**src/rtl/uart_rx_cfg.sv**
```systemverilog
// Configurable UART receiver: data width, parity, stop bits, glitch reject,
// one-entry holding register with valid/ready handshake and sticky overrun.
module uart_rx_cfg #(
    parameter int DELAY_FRAMES = 234,
    parameter int DATA_BITS    = 8,
    parameter int PARITY       = 0,
    parameter int STOP_BITS    = 1
) (
    input  logic                 clk,
    input  logic                 rst,
    input  logic                 uart_rx,
    input  logic                 rx_ready,
    output logic                 rx_valid,
    output logic [DATA_BITS-1:0] rx_data,
    output logic                 rx_parity_err,
    output logic                 rx_frame_err,
    output logic                 rx_overrun,
    output logic                 rx_busy
);

    localparam int CW = $clog2(DELAY_FRAMES + 1);
    localparam logic [CW-1:0] FULL = CW'(DELAY_FRAMES);
    localparam logic [CW-1:0] HALF = CW'(DELAY_FRAMES / 2);
    localparam logic [CW-1:0] ONE  = CW'(1);
    localparam logic [3:0] LAST_DATA = 4'(DATA_BITS - 1);
    localparam logic [3:0] LAST_STOP = 4'(STOP_BITS - 1);

    typedef enum logic [2:0] {
        IDLE,
        START,
        DATA,
        PAR,
        STOP
    } state_t;

    state_t state, state_n;

    logic                 sync1, rxs;
    logic [CW-1:0]        cnt, cnt_n;
    logic [3:0]           bitn, bitn_n;
    logic [DATA_BITS-1:0] shift, shift_n;
    logic                 perr, perr_n;
    logic                 ferr, ferr_n;
    logic                 armed, armed_n;
    logic                 ferr_fin;
    logic                 done;
    logic                 valid_n;
    logic [DATA_BITS-1:0] data_n;
    logic                 pe_n, fe_n, ovr_n;

    always_comb begin
        state_n  = state;
        cnt_n    = cnt + ONE;
        bitn_n   = bitn;
        shift_n  = shift;
        perr_n   = perr;
        ferr_n   = ferr;
        armed_n  = armed | rxs;
        ferr_fin = ferr | ~rxs;
        done     = 1'b0;
        valid_n  = rx_valid & ~rx_ready;
        data_n   = rx_data;
        pe_n     = rx_parity_err;
        fe_n     = rx_frame_err;
        ovr_n    = rx_overrun;

        unique case (state)
            IDLE: begin
                cnt_n = '0;
                if (armed && !rxs) begin
                    state_n = START;
                    cnt_n   = ONE;
                end
            end
            START: begin
                if (cnt == HALF) begin
                    if (rxs) begin
                        state_n = IDLE;
                    end else begin
                        state_n = DATA;
                        cnt_n   = ONE;
                        bitn_n  = '0;
                        perr_n  = 1'b0;
                        ferr_n  = 1'b0;
                    end
                end
            end
            DATA: begin
                if (cnt == FULL) begin
                    cnt_n   = ONE;
                    shift_n = {rxs, shift[DATA_BITS-1:1]};
                    bitn_n  = bitn + 4'd1;
                    if (bitn == LAST_DATA) begin
                        bitn_n  = '0;
                        state_n = (PARITY != 0) ? PAR : STOP;
                    end
                end
            end
            PAR: begin
                if (cnt == FULL) begin
                    cnt_n   = ONE;
                    // odd: data^parity must be 1; even: must be 0
                    perr_n  = (^shift) ^ rxs ^ (PARITY == 1);
                    state_n = STOP;
                end
            end
            STOP: begin
                if (cnt == FULL) begin
                    cnt_n  = ONE;
                    ferr_n = ferr_fin;
                    bitn_n = bitn + 4'd1;
                    if (bitn == LAST_STOP) begin
                        bitn_n  = '0;
                        done    = 1'b1;
                        state_n = IDLE;
                    end
                end
            end
            default: state_n = IDLE;
        endcase

        // Re-arming needs the line seen high again, so a held break reports once
        if (done) begin
            armed_n = 1'b0;
            if (!rx_valid || rx_ready) begin
                valid_n = 1'b1;
                data_n  = shift_n;
                pe_n    = (PARITY != 0) && perr;
                fe_n    = ferr_fin;
            end else begin
                ovr_n = 1'b1;
            end
        end
    end

    always_ff @(posedge clk) begin
        if (rst) begin
            sync1         <= 1'b1;
            rxs           <= 1'b1;
            state         <= IDLE;
            cnt           <= '0;
            bitn          <= '0;
            shift         <= '0;
            perr          <= 1'b0;
            ferr          <= 1'b0;
            armed         <= 1'b0;
            rx_valid      <= 1'b0;
            rx_data       <= '0;
            rx_parity_err <= 1'b0;
            rx_frame_err  <= 1'b0;
            rx_overrun    <= 1'b0;
        end else begin
            sync1         <= uart_rx;
            rxs           <= sync1;
            state         <= state_n;
            cnt           <= cnt_n;
            bitn          <= bitn_n;
            shift         <= shift_n;
            perr          <= perr_n;
            ferr          <= ferr_n;
            armed         <= armed_n;
            rx_valid      <= valid_n;
            rx_data       <= data_n;
            rx_parity_err <= pe_n;
            rx_frame_err  <= fe_n;
            rx_overrun    <= ovr_n;
        end
    end

    assign rx_busy = (state != IDLE);

endmodule

```
**config.mk**
```make
export PLATFORM = sky130hd
export DESIGN_NAME = uart_rx_cfg
export DESIGN_NICKNAME = d
export VERILOG_FILES = /design/src/rtl/uart_rx_cfg.sv
export SDC_FILE = /design/constraint.sdc
export NUM_CORES = 1
export LEC_CHECK = 0
export BUFFER_PORTS_ARGS = -buffer_cell sky130_fd_sc_hd__buf_2
export CAP_MARGIN = 30
export CORE_MARGIN = 8
export CORE_UTILIZATION = 35
export DETAILED_ROUTE_END_ITERATION = 16
export PLACE_DENSITY = 0.6
export SLEW_MARGIN = 40
export SYNTH_ARGS = -nofsm -noshare
export SYNTH_HDL_FRONTEND = slang
export SYNTH_SLANG_ARGS = --single-unit
```
**constraint.sdc**
```tcl
create_clock -name clk -period 2.25 [get_ports clk]
set_clock_uncertainty 0.1 [all_clocks]
set_input_delay 0.45 -clock clk [delete_from_list [all_inputs] [get_ports clk]]
set_output_delay 0.45 -clock clk [all_outputs]
set_load 0.01 [all_outputs]
```
---- Word-level counts from Yosys, hierarchy flattened ----
Index checks and enable logic that the tools add are counted.
operators by class
  add/sub/neg operators ................... 2
  eq/ne operators ......................... 15
  mux-type cells .......................... 32
  bitwise logic cells ..................... 6
  reduce and logical (&&, ||, !) cells .... 16
operators by type and width
  cell                                                                    number
  8-bit 2-to-1 mux                                                        5
  4-bit 2-to-1 mux                                                        6
  8-bit case mux with 3 select lines                                      1
  3-bit 2-to-1 mux                                                        7
  2-bit != test (second input constant)                                   8
  3-bit case mux with 5 select lines                                      1
  4-bit case mux with 3 select lines                                      1
  1-bit 2-to-1 mux                                                        9
  8-bit by 1-bit adder with 8-bit output (second input constant)          1
  8-bit by 7-bit equality test with 1-bit output (second input constant)  1
  8-bit equality test (second input constant)                             1
  7-bit AND reduction                                                     1
  3-bit by 2-bit equality test with 1-bit output (second input constant)  2
  3-bit nonzero test                                                      2
  5-bit AND reduction                                                     1
  4-bit by 1-bit adder with 4-bit output (second input constant)          1
  4-bit by 3-bit equality test with 1-bit output (second input constant)  1
  4-bit logical NOT                                                       1
  2-bit AND reduction                                                     2
  4-bit AND reduction                                                     1
  3-bit by 1-bit equality test with 1-bit output (second input constant)  1
  3-bit equality test (second input constant)                             1
  3-bit logical NOT                                                       1
  1-bit inverter                                                          3
  10 further kinds                                                        12
storage, ports and cells
  flip-flop bits (word level) ............. 38
  bits of input ports ..................... 4
  output and inout bits ................... 13
  word-level logic and storage cells ...... 83

---- Depth between registers and ports, before layout ----
Gate-level depths: netlist (run 1).
  depth in word-level cells ............... 5
  gate-level depth with buffers ........... 7
  gate-level depth less buffers ........... 6

---- Worst setup path after synthesis (run 1) ----
No wires, ideal clock.
  path kind ............................... flip-flop to flip-flop
  start point ............................. register cnt[0]
  end point ............................... register rx_frame_err
  setup time .............................. 140 ps
  data arrival time ....................... 1,615 ps
  required time ........................... 2,010 ps
  path slack .............................. 395 ps
  stages on the path, launching flop included .. 7
  path buffers ............................ 0
  clock period less this slack ............ 1,855 ps
  path through ............................ dfxtp_1 > inv_1 > ha_1 > nand3b_2 > or2_2 > nor4_4 > a311oi_1
between the ends
  word-level cells in the longest chain between the ends .. 4
ends and longest elaborated chain
  what                           line  text
  start, declared                39    logic [CW-1:0] cnt, cnt_n;
  start signal, assigned         156   cnt <= cnt_n;
  8-bit equality test            108   if (cnt == FULL) begin
  1-bit 2-to-1 mux               108
  1-bit 2-to-1 mux               67    unique case (state)
  2-bit AND reduction (no line)  n/a
  end signal, assigned           165   rx_frame_err <= fe_n;
  end, declared                  16    output logic rx_frame_err,
No other way between the ends.
A chain may end at the register's enable or synchronous reset.

---- Final worst setup path (run 1) ----
  start point ............................. register bitn[0]
  end point ............................... register rx_data[0]
between the ends
  word-level cells in the longest chain between the ends .. 5
ends and longest elaborated chain
  what                           line  text
  start, declared                40    logic [3:0] bitn, bitn_n;
  start signal, assigned         157   bitn <= bitn_n;
  4-bit logical NOT              112   if (bitn == LAST_STOP) begin
  1-bit 2-to-1 mux               112
  1-bit 2-to-1 mux               108
  1-bit 2-to-1 mux               67
  2-bit AND reduction (no line)  n/a
  end signal, assigned           163   rx_data <= data_n;
  end, declared                  14    output logic [DATA_BITS-1:0] rx_data,
No other way between the ends.

==> flow_summary_export.csv, run 1 <==
group,metric,value,unit
run_status,outcome,"complete, no violations",
synth,ys_warn_count,0,
synth,synth-edff-count,0,
cts,h-tree-depth,2,
timing,setup_tns,0,ns
synth,synthTopCellsByArea,"dfxtp_1 42%, mux2i_1 5.6%, nor2_1 5.4%",
route,wl_per_cell,12.8,um
route,dr.pass1.iters,4,
cts,cts_tree,"done",
route,drtAntennaViolNets,0,
synth,synth_ff_type,"dfxtp_1",
power,internal_power,0.00113,W
synth,synth_most_common_cell,"dfxtp_1",
synth,synth_top_family_by_area,"simple AND/OR/NAND/NOR gates",
timing,slew_viol_final,0,
timing,slew_headroom,0.602,
synth,synth_compound_area_frac,0.168,
die,dieHeight,87.7,um
setup_path,end_kind,"flop",
power,p_comb_frac,0.026,
cts,clk_latency,0.29,ns
route,drcViolationCount,0,
synth,synth_mux_area_frac,0.0556,
final_layout,finalNetCount,219,
timing,rsz0062_at_grt,"false",
power,p_switching,0.000280,W
power,switching_share,0.198,
synth,synth_area_per_cell,9.47,um2
timing,fin_crit_sh,0.901,
cts,cts_setup_buffers,0,
cts,cts_buffer_depth,2,
power,p_clk_frac,0.493,
setup_path,cp-start-kind,"flop",
cts,clock-sinks,38,
cts,numCtsBuffers,5,
synth,ys_types,51,
setup_path,crit_required,2.35,ns
route,route.vias.total,1407,
die,io-pin-count,17,
synth,async_flop_share,0,
route,wirelength,3600,um
synth,synth_cells,190,
synth,netlist_area,1800,um2
die,core_area,5040,um2
final_layout,layout-drive-gt1-share,0.209,
global_route,grt_usage,0.103,
die,dieWidth,87.7,um
die,placement_rows,26,
final_layout,area_delta_synth_final,17.1,%
synth,synth_adder_area_share,0.0348,
final_layout,n_antenna_cell,0,
place,io_buffer_count,15,
timing,setup_viol,0,
synth,synth_common_cells,"38 x dfxtp_1, 26 x nor2_1, 13 x a21oi_1, 11 x a211oi_1, 10 x mux2i_1",
cts,cts-root-buf,"clkbuf_8",
synth,yosysSeqAreaShare,0.423,
place,dp_hpwl,2610,um
setup_path,criticalPathCategory,"flop to flop",
power,p_seq_frac,0.481,
cts,cts_resized,0,
timing,max_freq,0.493,GHz
synth,synth_top_area_share,0.423,
power,power_density,671,nW/um2
route,dr.first_iter.drc_count,95,
synth,ys_ff_latch,38,
timing,hold_viol,0,
global_route,grt_pass1_wl,6230,um
timing,setup_slack,0.223,ns
global_route,grt_start_max_net_pins,25,
global_route,grt_pass1_vias,1345,
synth,yosysTopAreaCell,"dfxtp_1",
place,detailedPlace.worstSlack,0.108,ns
global_route,grt_overflow,0,
setup_path,cp_max_fo,9,
timing,post-route-min-period,2.03,ns
synth,yosys.area_share.simple,0.232,
cts,postCtsHoldBufs,0,
power,p_leak,0.747,nW
setup_path,arrival,2.12,ns
cts,clk_pin_slew,0.08,ns
route,via_per_inst,5.01,
synth,syn_nets,199,
worst_hold_path,min_path_type,"input port to flop",
setup_path,r2r_setup_slack,0.22,ns
die,dieArea,7690,um2
place,gp_congestion,0.791,
synth,synth-xor-area-share,0.0341,
timing,worst_pin_slew,0.592,ns
power,ir_worst_vdd,431,uV
die,start_util,0.357,
flow_run,maxCapViolCount,0,
global_route,antenna_found_initial,0,
==> through the flow <==
| stage | instances | instance area (um2) | power (W) | util | hold WS [ns] |
|---|---|---|---|---|---|
| after floorplan | 190 | 1800 | 0.000722 | - | 0.289 |
| after global placement | 273 | 1960 | 0.000732 | 0.390 | 0.293 |
| after detailed placement | 273 | 1960 | 0.000732 | 0.390 | 0.299 |
| after CTS | 281 | 2100 | 0.00143 | 0.417 | 0.235 |
| after global routing | 281 | 2110 | 0.00147 | 0.418 | 0.235 |
| final | 281 | 2110 | 0.00141 | 0.418 | 0.245 |
==> cell type report <==
cell class	count	area, um2
Clock buffer	5	68.8
Clock inverter	3	68.8
Fill cell	487	2940
Inverter	9	33.8
Multi-Input combinational cell	133	952
Sequential cell	38	761
Tap cell	70	87.6
Timing Repair Buffer	23	135
==> flip-flops by register name, summed over array words and instances, names as in the netlist <==
| name | cells |
|---|---|
| armed | 1 |
| bitn | 4 |
| cnt | 8 |
| ferr | 1 |
| rx_data | 8 |
| rx_frame_err | 1 |
| rx_overrun | 1 |
| rx_valid | 1 |
| rxs | 1 |
| shift | 8 |
| state | 3 |
| sync1 | 1 |
==> per-layer routing <==
metal | up-vias | GRT usage | routed length (um)
li1 | 729 | - | -
met1 | 644 | 0.128 | 1690
met2 | 28 | 0.159 | 1660
met3 | 6 | 0.0356 | 185
met4 | 0 | 0.0422 | 64
met5 | - | 0 | 0
==> cells by family (layout without fill, tap and decap cells) <==
kind of cell             after synthesis  in the layout
AND/OR/NAND/NOR                       67             67
AO/OA/AOI/OAI                         43             43
flip-flops                            38             38
buffers and inverters                 19             40
multiplexers                          10             10
XOR/XNOR                               7              7
adder cells (fa/ha/maj)                5              5
other                                  1              1
==> power by group through the flow <==
stage	Combinational, W	Sequential [W]	Clock, W
5_1_grt	0.0000403	0.000682	0.000746
3_3_place_gp	0.0000354	0.000697	0
4_1_cts	0.0000350	0.000681	0.000716
6_report	0.0000361	0.000681	0.000697
3_5_place_dp	0.0000351	0.000697	0
2_1_floorplan	0.0000268	0.000695	0
==> critical path, stage by stage, from the launching register on <==
cell,delay [ns]
dfxtp_1,0.34
inv_1,0.08
ha_1,0.15
or3b_2,0.53
nor3_4,0.37
a21oi_1,0.12
a211oi_1,0.23
==> worst paths after layout <==
check        depth (start not counted)          to  startpoint
min                                  2       sync1     uart_rx
max                                  6  rx_data[0]     bitn[0]
max reg2reg                          6  rx_data[0]     bitn[0]
min reg2reg                          1         rxs       sync1
==> layout by cell type (no fill, tap or decap), types with 2 or more instances in the layout <==
cell type and instances:
mux2i_1 10, nor4_4 2, buf_2 15, clkbuf_8 5, inv_1 9, a21oi_1 13, nor4b_1 2, nor2_1 26
xnor2_1 6, nand3_1 8, bufinv_16 2, or2_2 3, a211oi_1 11, nand2_1 6, a22oi_1 2, dfxtp_1 38
ha_1 5, o2111ai_1 3, buf_4 8, o22ai_1 2, a31oi_1 2, nor2b_1 2, and3_1 2
No activity file was read; power rests on OpenSTA's default activity.
==> run 2: changes to the inputs <==
--- a/config.mk
+++ b/config.mk
@@ -10,7 +10,8 @@
 export CORE_MARGIN = 8
 export CORE_UTILIZATION = 35
 export DETAILED_ROUTE_END_ITERATION = 16
-export PLACE_DENSITY = 0.6
+export GPL_ROUTABILITY_DRIVEN = 0
+export PLACE_DENSITY = 0.62
 export SLEW_MARGIN = 40
 export SYNTH_ARGS = -nofsm -noshare
 export SYNTH_HDL_FRONTEND = slang
==> constraint.sdc (replaced) <==
create_clock -name clk -period 1.7 [get_ports clk]
set_clock_uncertainty 0.1 [all_clocks]
set_input_delay 0.34 -clock clk [delete_from_list [all_inputs] [get_ports clk]]
set_output_delay 0.34 -clock clk [all_outputs]
set_load 0.01 [all_outputs]
==> flow_summary_export.csv, run 2 (same netlist as run 1, synthesis figures left out) <==
group,metric,value,unit
route,drtAntennaViolNets,0,
timing,setup_viol,25,
place,postPlaceCellArea,2270,um2
cts,clk_latency,0.29,ns
timing,worst_hold_slack,0.133,ns
final_layout,n_antenna_cell,0,
die,core_area,5040,um2
route,drcViolationCount,0,
cts,postCtsHoldBufs,0,
cts,clk_pin_slew,0.08,ns
route,dr.first_iter.drc_count,84,
global_route,grt_pass1_vias,1769,
timing,hold_viol,0,
setup_path,crit_path_start,"cnt[1]",
final_layout,area_delta_synth_final,57.2,%
setup_path,cp-start-kind,"flop",
die,dieWidth,87.7,um
setup_path,crit_required,1.80,ns
global_route,antenna_found_initial,0,
worst_hold_path,min_path_type,"input port to flop",
timing,slew_viol_final,0,
setup_path,crit_path_max_incr_delay,0.51,ns
setup_path,cp_num_buf_inv,1,
timing,setup_tns,-0.654,ns
route,wirelength,4830,um
place,io_buffer_count,15,
worst_hold_path,hp-start,"uart_rx",
route,dr.pass1.iters,4,
final_layout,fin_area,2830,um2
cts,cts-root-buf,"clkbuf_8",
timing,max_freq,0.553,GHz
cts,cts_buffer_depth,2,
die,placement_rows,26,
timing,rsz0062_at_grt,"true",
global_route,grt_pass1_wl,8230,um
setup_path,arrival,1.91,ns
timing,setup_slack,-0.110,ns
power,p_leak,1.08,nW
timing,fin_crit_sh,1.06,
run_status,outcome,"finished, violations left",
cts,cts_tree,"done",
route,via_per_inst,5.02,
final_layout,finalNetCount,264,
final_layout,reg_top3,"cnt (8), rx_data (8), shift (8)",
run_status,failed_checks,"negative setup slack",
final_layout,layout_common_cells,"42 x buf_4, 29 x dfxtp_1, 25 x nor2_1",
cts,clock-sinks,38,
setup_path,end_kind,"flop",
global_route,grt_usage,0.135,
final_layout,layout-drive-gt1-share,0.551,
final_layout,mostFrequentLayoutCell,"buf_4",
power,ir_worst_vdd,502,uV
die,io-pin-count,17,
die,dieArea,7690,um2
place,detailedPlace.worstSlack,-0.175,ns
setup_path,cp_slowest_cell,"or4b_1",
place,dp_hpwl,2960,um
route,wl_per_cell,14.8,um
global_route,grt_start_max_net_pins,18,
setup_path,crit_family,"simple AND/OR/NAND/NOR gates",
cts,numCtsBuffers,5,
cts,h-tree-depth,2,
power,power.total,0.00175,W
route,route.vias.total,1637,
setup_path,worstPathCellList,"inv_2, ha_4, and4bb_2, a2111oi_4, or4b_1, a221oi_2",
timing,post-route-min-period,1.81,ns
setup_path,r2r_start,"cnt[1]",
setup_path,cp_max_fo,4,
power,power_density,618,nW/um2
setup_path,criticalPathCategory,"flop to flop",
die,start_util,0.357,
global_route,grt_overflow,0,
flow_run,maxCapViolCount,0,
die,dieHeight,87.7,um
[run 2: changes by cell type in the layout (fill, tap and decap cells not counted), moves of 4 or more]
cell and change:
a21oi_2 +5, buf_6 +8, a211oi_1 -8, inv_1 -4
buf_4 +34, a21oi_1 -5, a211oi_2 +8, mux2i_1 -8
dfxtp_2 +7, mux2i_4 +7, dfxtp_1 -9
[run 2: through the flow]
stage	util	cells
2_1_floorplan	-	190
3_3_place_gp	0.451	305
3_5_place_dp	0.451	305
4_1_cts	0.540	323
5_1_grt	0.561	326
6_report	0.561	326
[run 2: repair_timing]
item | CTS | global route
setup endpoints to repair | 24 | 34
pin swaps | 29 | 12
cloned | 1 | 0
buffers inserted | 10 | 3
gates resized for setup | 58 | 14
[run 2: final timing paths]
| path | to | slack [ns] | cells past startpoint |
|---|---|---|---|
| worst max-delay path | state[0] | -0.11 | 6 |
| worst min-delay path | sync1 | 0.13 | 2 |
| worst max register to register | state[0] | -0.11 | 6 |
| worst min register to register | rxs | 0.31 | 1 |
[run 2: report_power, final]
group / total [W] / internal (W) / switching [W]
Combinational: 0.0000799 / 0.0000371 / 0.0000428
Clock: 0.000772 / 0.000436 / 0.000335
Sequential: 0.000897 / 0.000892 / 0.00000523
[run 2: final cells by class]
cell class / count / area, um2
fill: 446 / 2210
multi-input combinational: 133 / 1260
sequential: 38 / 777
timing repair buffer: 68 / 551
tap: 70 / 87.6
clock buffer: 5 / 68.8
clock inverter: 3 / 45.0
inverter: 9 / 36.3
[run 2: metal layers]
layer / up-vias / routed length (um) / GRT usage
met1: 787 / 2160 / 0.157
met3: 11 / 117 / 0.0328
met2: 23 / 2450 / 0.234
met5: - / 0 / 0
met4: 0 / 103 / 0.0500
li1: 816 / - / -
[run 2: worst register-to-register path, delay by kind of cell (launching register included)]
kind                       cells  cell delay (ns)
adders and majority gates      1             0.11
AOI/OAI and AO/OA              2             0.33
buffers and inverters          1             0.06
and+or+nand+nor                2             0.78
DFF                            1             0.34
